===== src/rtl/tpu_pkg.sv =====
// Shared TPU types: data word and feeder FSM states.
// Imported by systolic_feeder and feeder_skid.
package tpu_pkg;

  localparam int DATA_WIDTH = 16;

  typedef logic signed [DATA_WIDTH-1:0] data_t;

  typedef enum logic [1:0] {
    IDLE,
    RUN,
    DRAIN,
    DONE
  } feeder_state_t;

endpackage


===== src/rtl/feeder_skid.sv =====
// Per-row 1-entry skid buffer plus output register for the feeder.
// Ports: clk, rst (sync, active-high), stall, in_valid/in_data (from
// accumulator), out_valid/out_data (to array), empty (skid is free).
// Build option: SYSTOLIC_FEEDER_ZERO_PAD_EN forces out_data to 0 while
// out_valid is low; otherwise out_data holds its last loaded value.
module feeder_skid
  import tpu_pkg::*;
#(
  parameter int W = DATA_WIDTH
) (
  input  logic                clk,
  input  logic                rst,
  input  logic                stall,
  input  logic                in_valid,
  input  logic signed [W-1:0] in_data,
  output logic                out_valid,
  output logic signed [W-1:0] out_data,
  output logic                empty
);

  logic                skid_full;
  logic signed [W-1:0] skid_data;
  logic signed [W-1:0] out_q;

  always_ff @(posedge clk) begin
    if (rst) begin
      skid_full <= 1'b0;
      skid_data <= '0;
      out_valid <= 1'b0;
      out_q     <= '0;
    end else if (stall) begin
      // Output register holds; a beat already in flight parks here.
      if (in_valid) begin
        skid_full <= 1'b1;
        skid_data <= in_data;
      end
    end else if (skid_full) begin
      // Parked beat is older, so it leaves first.
      out_valid <= 1'b1;
      out_q     <= skid_data;
      skid_full <= 1'b0;
    end else begin
      out_valid <= in_valid;
      if (in_valid) out_q <= in_data;
    end
  end

`ifdef SYSTOLIC_FEEDER_ZERO_PAD_EN
  assign out_data = out_valid ? out_q : '0;
`else
  assign out_data = out_q;
`endif

  assign empty = ~skid_full;

  // deq is suppressed while stalled, so a second parked beat is a bug.
  assert property (@(posedge clk) disable iff (rst)
    !(stall && in_valid && skid_full));

endmodule


===== src/rtl/systolic_feeder.sv =====
// Staggered feeder for the systolic array's left edge.
// Issues per-row dequeue strobes as a diagonal wavefront (row r starts
// r cycles after row 0), captures returned accumulator data and drives
// it to the array with valid qualifiers; honours stall via per-row skids.
// Ports: clk, rst (sync, active-high), start_in/len_in (pass command),
// stall_in (array backpressure), deq_out (per-row dequeue),
// acc_valid_in/acc_data_in (accumulator return), sys_valid_out/
// sys_data_out (to array), busy_out, done_out (1-cycle completion).
// Build option: SYSTOLIC_FEEDER_ZERO_PAD_EN zeroes data on invalid beats.
module systolic_feeder #(
  parameter int ROWS       = 2,
  parameter int DATA_WIDTH = 16,
  parameter int LEN_WIDTH  = 8
) (
  input  logic                       clk,
  input  logic                       rst,
  input  logic                       start_in,
  input  logic [LEN_WIDTH-1:0]       len_in,
  input  logic                       stall_in,
  output logic [ROWS-1:0]            deq_out,
  input  logic [ROWS-1:0]            acc_valid_in,
  input  logic [ROWS*DATA_WIDTH-1:0] acc_data_in,
  output logic [ROWS-1:0]            sys_valid_out,
  output logic [ROWS*DATA_WIDTH-1:0] sys_data_out,
  output logic                       busy_out,
  output logic                       done_out
);

  import tpu_pkg::*;

  // t reaches len_q + ROWS - 2; headroom for ROWS up to 16.
  localparam int TW = LEN_WIDTH + 5;

  feeder_state_t        state;
  logic [TW-1:0]        t;
  logic [LEN_WIDTH-1:0] len_q;
  logic [TW-1:0]        t_last;
  logic [ROWS-1:0]      empty;
  logic [ROWS-1:0]      acc_live;

  assign t_last = TW'(len_q) + TW'(ROWS) - TW'(2);

  // Returns arriving after an abort are dropped, not presented.
  assign acc_live = acc_valid_in & {ROWS{busy_out}};

  always_ff @(posedge clk) begin
    if (rst) begin
      state    <= IDLE;
      t        <= '0;
      len_q    <= '0;
      busy_out <= 1'b0;
      done_out <= 1'b0;
    end else begin
      done_out <= 1'b0;
      unique case (state)
        IDLE: begin
          if (start_in && len_in != '0) begin
            len_q    <= len_in;
            t        <= '0;
            busy_out <= 1'b1;
            state    <= RUN;
          end
        end
        RUN: begin
          if (!stall_in) begin
            if (t == t_last) state <= DRAIN;
            else             t     <= t + 1'b1;
          end
        end
        DRAIN: begin
          if (&empty && acc_live == '0 && !stall_in) begin
            busy_out <= 1'b0;
            done_out <= 1'b1;
            state    <= DONE;
          end
        end
        DONE: state <= IDLE;
        default: state <= IDLE;
      endcase
    end
  end

  always_comb begin
    deq_out = '0;
    for (int r = 0; r < ROWS; r++) begin
      deq_out[r] = (state == RUN) && !stall_in &&
                   (t >= TW'(r)) &&
                   (t < TW'(r) + TW'(len_q));
    end
  end

  for (genvar r = 0; r < ROWS; r++) begin : g_row
    feeder_skid #(
      .W(DATA_WIDTH)
    ) u_skid (
      .clk      (clk),
      .rst      (rst),
      .stall    (stall_in),
      .in_valid (acc_live[r]),
      .in_data  (acc_data_in[r*DATA_WIDTH +: DATA_WIDTH]),
      .out_valid(sys_valid_out[r]),
      .out_data (sys_data_out[r*DATA_WIDTH +: DATA_WIDTH]),
      .empty    (empty[r])
    );
  end

endmodule


===== config.mk =====
export PLATFORM = sky130hd
export DESIGN_NAME = systolic_feeder
export DESIGN_NICKNAME = d
export VERILOG_FILES = /design/src/rtl/tpu_pkg.sv /design/src/rtl/feeder_skid.sv /design/src/rtl/systolic_feeder.sv
export SDC_FILE = /design/constraint.sdc
export NUM_CORES = 1
export LEC_CHECK = 0
export CAP_MARGIN = 5
export CORE_AREA = 2 2 108 136
export CTS_CLUSTER_DIAMETER = 100
export DETAILED_ROUTE_END_ITERATION = 8
export DIE_AREA = 0 0 110 138
export PLACE_DENSITY = 0.59
export SYNTH_ARGS = -nofsm -noshare
export SYNTH_HDL_FRONTEND = slang
export SYNTH_SLANG_ARGS = --single-unit

===== constraint.sdc =====
create_clock -name clk -period 2.9 [get_ports clk]
set_input_delay 0.725 -clock clk [delete_from_list [all_inputs] [get_ports clk]]
set_output_delay 0.725 -clock clk [all_outputs]
set_load 0.02 [all_outputs]

==> impl_metrics.ini <==
[global_routing]
grt_pass1_vias = 4034
antenna_found_initial = 0
grt_overflow = 0
grt_pass1_wl_um = 19400
grt_use_total = 0.158
grt_max_degree = 88

[route]
drt_wl_total_um = 11700
vias = 4132
first_iter_violations = 238
wl_per_cell_um = 14.2
drcViolationCount = 0
drtAntennaViolNets = 0
drtPass1Iterations = 5
avgViaCountPerCell = 5.03

[yosys]
synth_edf_count = 0
syn_nets = 601
yosys.cell_types.count = 48
synth_top_area_share = 0.414
ys_seq_elements = 93
synth_area_mm2 = 0.00449
synth_area_leaders = dfxtp_1 41%, mux2i_1 7.6%, nand2_1 7.4%
async_reset_ff_frac = 0
synth-main-ff-cell = dfxtp_1
synth_warnings = 0
synth_top_area_cell = dfxtp_1
postSynthCellCount = 532
ys_seq_area_frac = 0.414
syn_area_per_cell_um2 = 8.44

[finish]
multiInputGateArea_mm2 = 0.00253
finalNonFillerCells = 821
final_util = 0.442
design_area_mm2 = 0.00620
mostFrequentLayoutCells = 89 x nand2_1, 87 x dfxtp_1, 80 x clkdlybuf4s50_1, 53 x a21oi_1, 46 x nor2_1
drive_gt1_frac = 0.151
antennaDiodeCount = 0
fillerInstances = 1378
synthToLayoutAreaGrowth_pct = 38.1
final_common_cell = nand2_1
regArea_mm2 = 0.00187
fin_nets = 707

[setup_path]
crit_arrival_ns = 2.39
cp_top_family = compound AO/OA/AOI/OAI gates
critical_path_required_ns = 2.17
critPathMaxStageDelay_ns = 0.33
ff2ff_setup_slack_ns = 0.34
crit_chain = inv_2 -> nor4_4 -> nand4_1 -> xnor2_1 -> ha_1 -> a21o_1 -> a2111oi_4 -> o31a_1 -> buf_6
cp-start-kind = flip-flop
crit_fanout = 2
cp_slowest_cell = dfxtp_2
path_class = reg -> out
critPathCaptureType = primary output
cp_num_buf_inv = 2

[power]
power_density_mw_per_mm2 = 646
leakagePower_nw = 2.21
vdd_ir_drop_max_uv = 302
p_total_mw = 4.01

[sta]
hold_violations = 0
slew_viol_final = 0
fin_crit_ns = 3.11
finalCritPeriodShare = 1.07
max_slew_margin = 0.298
setup_ws_ns = -0.214
setup_viol = 1
rsz0062_at_grt = true
skew_ns = 0.0104
clock.fmax_mhz = 321
tightest_slew_ns = 1.05

[cts]
clock_path_buffers = 2
clkTransAtPathRegs_ns = 0.06
cts_made_buffers = 9
numClockSinks = 93
ctsHtreeMaxLevel = 3
cts_hold_buffers = 0
cts_tree = yes
clk-insertion-delay-late_ns = 0.34
root_buffer = clkbuf_16

[floorplanning]
initial_utilization = 0.320
design.core.area_mm2 = 0.0140
die_area_mm2 = 0.0152
die_w_um = 110
dieHeight_um = 138
io_pins = 84
row_count = 49

[outcome]
failed_checks = setup timing
outcome = complete, but fails checks

[run]
cap_violations = 0

[placed_design]
dp_hpwl_um = 8390
place_congestion = 0.797
placed_cells = 803
port_buffers = 83
place_area_mm2 = 0.00575

[hold_path]
min_path_type = reg -> reg
[flip-flops by register name, summed over array words and instances, names as in the netlist]
signal                  flops
busy_out                    1
done_out                    1
g_row.u_skid.out_valid      2
g_row.u_skid.skid_data     32
len_q                       8
state                       2
g_row.u_skid.out_data      32
g_row.u_skid.skid_full      2
t                          13
[power by group]
group	switching (mW)	leakage, nW	internal, mW
Clock	0.500	0.153	0.756
Combinational	0.713	1.30	0.557
Sequential	0.0803	0.758	1.40
Total	1.29	2.21	2.72
[synthesized netlist by cell type, drive strengths merged (2+ instances only)]
cell type / n
nand2b: 5
and3: 5
nand3b: 2
a2111oi: 3
buf: 7
nor2: 48
a21oi: 53
nand4: 4
inv: 17
nor4: 3
nand3: 22
xnor2: 6
a211oi: 34
nor3: 6
o31a: 3
or3: 3
clkbuf: 28
a32o: 3
or4: 7
a311oi: 4
o21ai: 10
mux2i: 34
nand2: 89
nor2b: 2
o2bb2ai: 2
o21a: 2
a41oi: 2
dfxtp: 93
ha: 23
a31oi: 2
[kinds of logic (layout without fill, tap and decap cells)]
kind of cell / count (synthesis) / in the layout / share of synthesized area
AOI/OAI and AO/OA: 122 / 122 / 0.183
xor gates and xnor gates: 6 / 6 / 0.0117
adders and majority gates: 23 / 23 / 0.0641
buffers and inverters: 53 / 164 / 0.0482
DFF: 93 / 93 / 0.414
muxes: 34 / 34 / 0.0758
and+or+nand+nor: 201 / 201 / 0.203
[layer usage]
layer  share of wire  up-vias  track usage
li1                -     2092            -
met1            0.43     1929        0.197
met2            0.50       92        0.267
met5               0        -            0
met3           0.046       19       0.0306
met4           0.021        0       0.0580
[worst reg2reg max path, delay by kind of cell, from the launching register on]
| kind | cells | cell delay, ns |
|---|---|---|
| adders and majority gates | 1 | 0.31 |
| AOI/OAI and AO/OA | 3 | 0.92 |
| and+or+nand+nor | 2 | 0.69 |
| DFF | 1 | 0.34 |
| buffers and inverters | 2 | 0.21 |
[worst paths after layout]
check | startpoint | cells past startpoint | end
max | len_q[0] | 9 | deq_out[1]
min | g_row[0].u_skid.skid_data[1] | 2 | g_row[0].u_skid.skid_data[1]
max reg2reg | len_q[7] | 8 | t[9]
min reg2reg | g_row[0].u_skid.skid_data[1] | 2 | g_row[0].u_skid.skid_data[1]
[what timing repair did]
item	4_1_cts	5_1_grt
hold endpoints to repair	0	0
endpoints found under the setup margin	2	2
pin swaps	9	9
buffers inserted	1	1
resized for setup	27	16
[layout make-up]
class | count | area share
clock inverter | 6 | 0.0139
inverter | 18 | 0.0109
sequential | 93 | 0.301
clock buffer | 10 | 0.0369
multi-input combinational | 386 | 0.408
tap | 178 | 0.0359
timing repair buffer | 130 | 0.193
[stage by stage]
| stage | setup TNS (ns) | hold slack, ns | setup WS (ns) |
|---|---|---|---|
| after floorplan | 0 | 0.436 | 0.0265 |
| after global placement | -1.40 | 0.441 | -0.664 |
| after detailed placement | -1.63 | 0.446 | -0.843 |
| after CTS | -0.327 | 0.455 | -0.241 |
| after global routing | -0.425 | 0.476 | -0.354 |
| final | -0.214 | 0.452 | -0.214 |
Note: power is estimated with default switching activity, not from simulation.
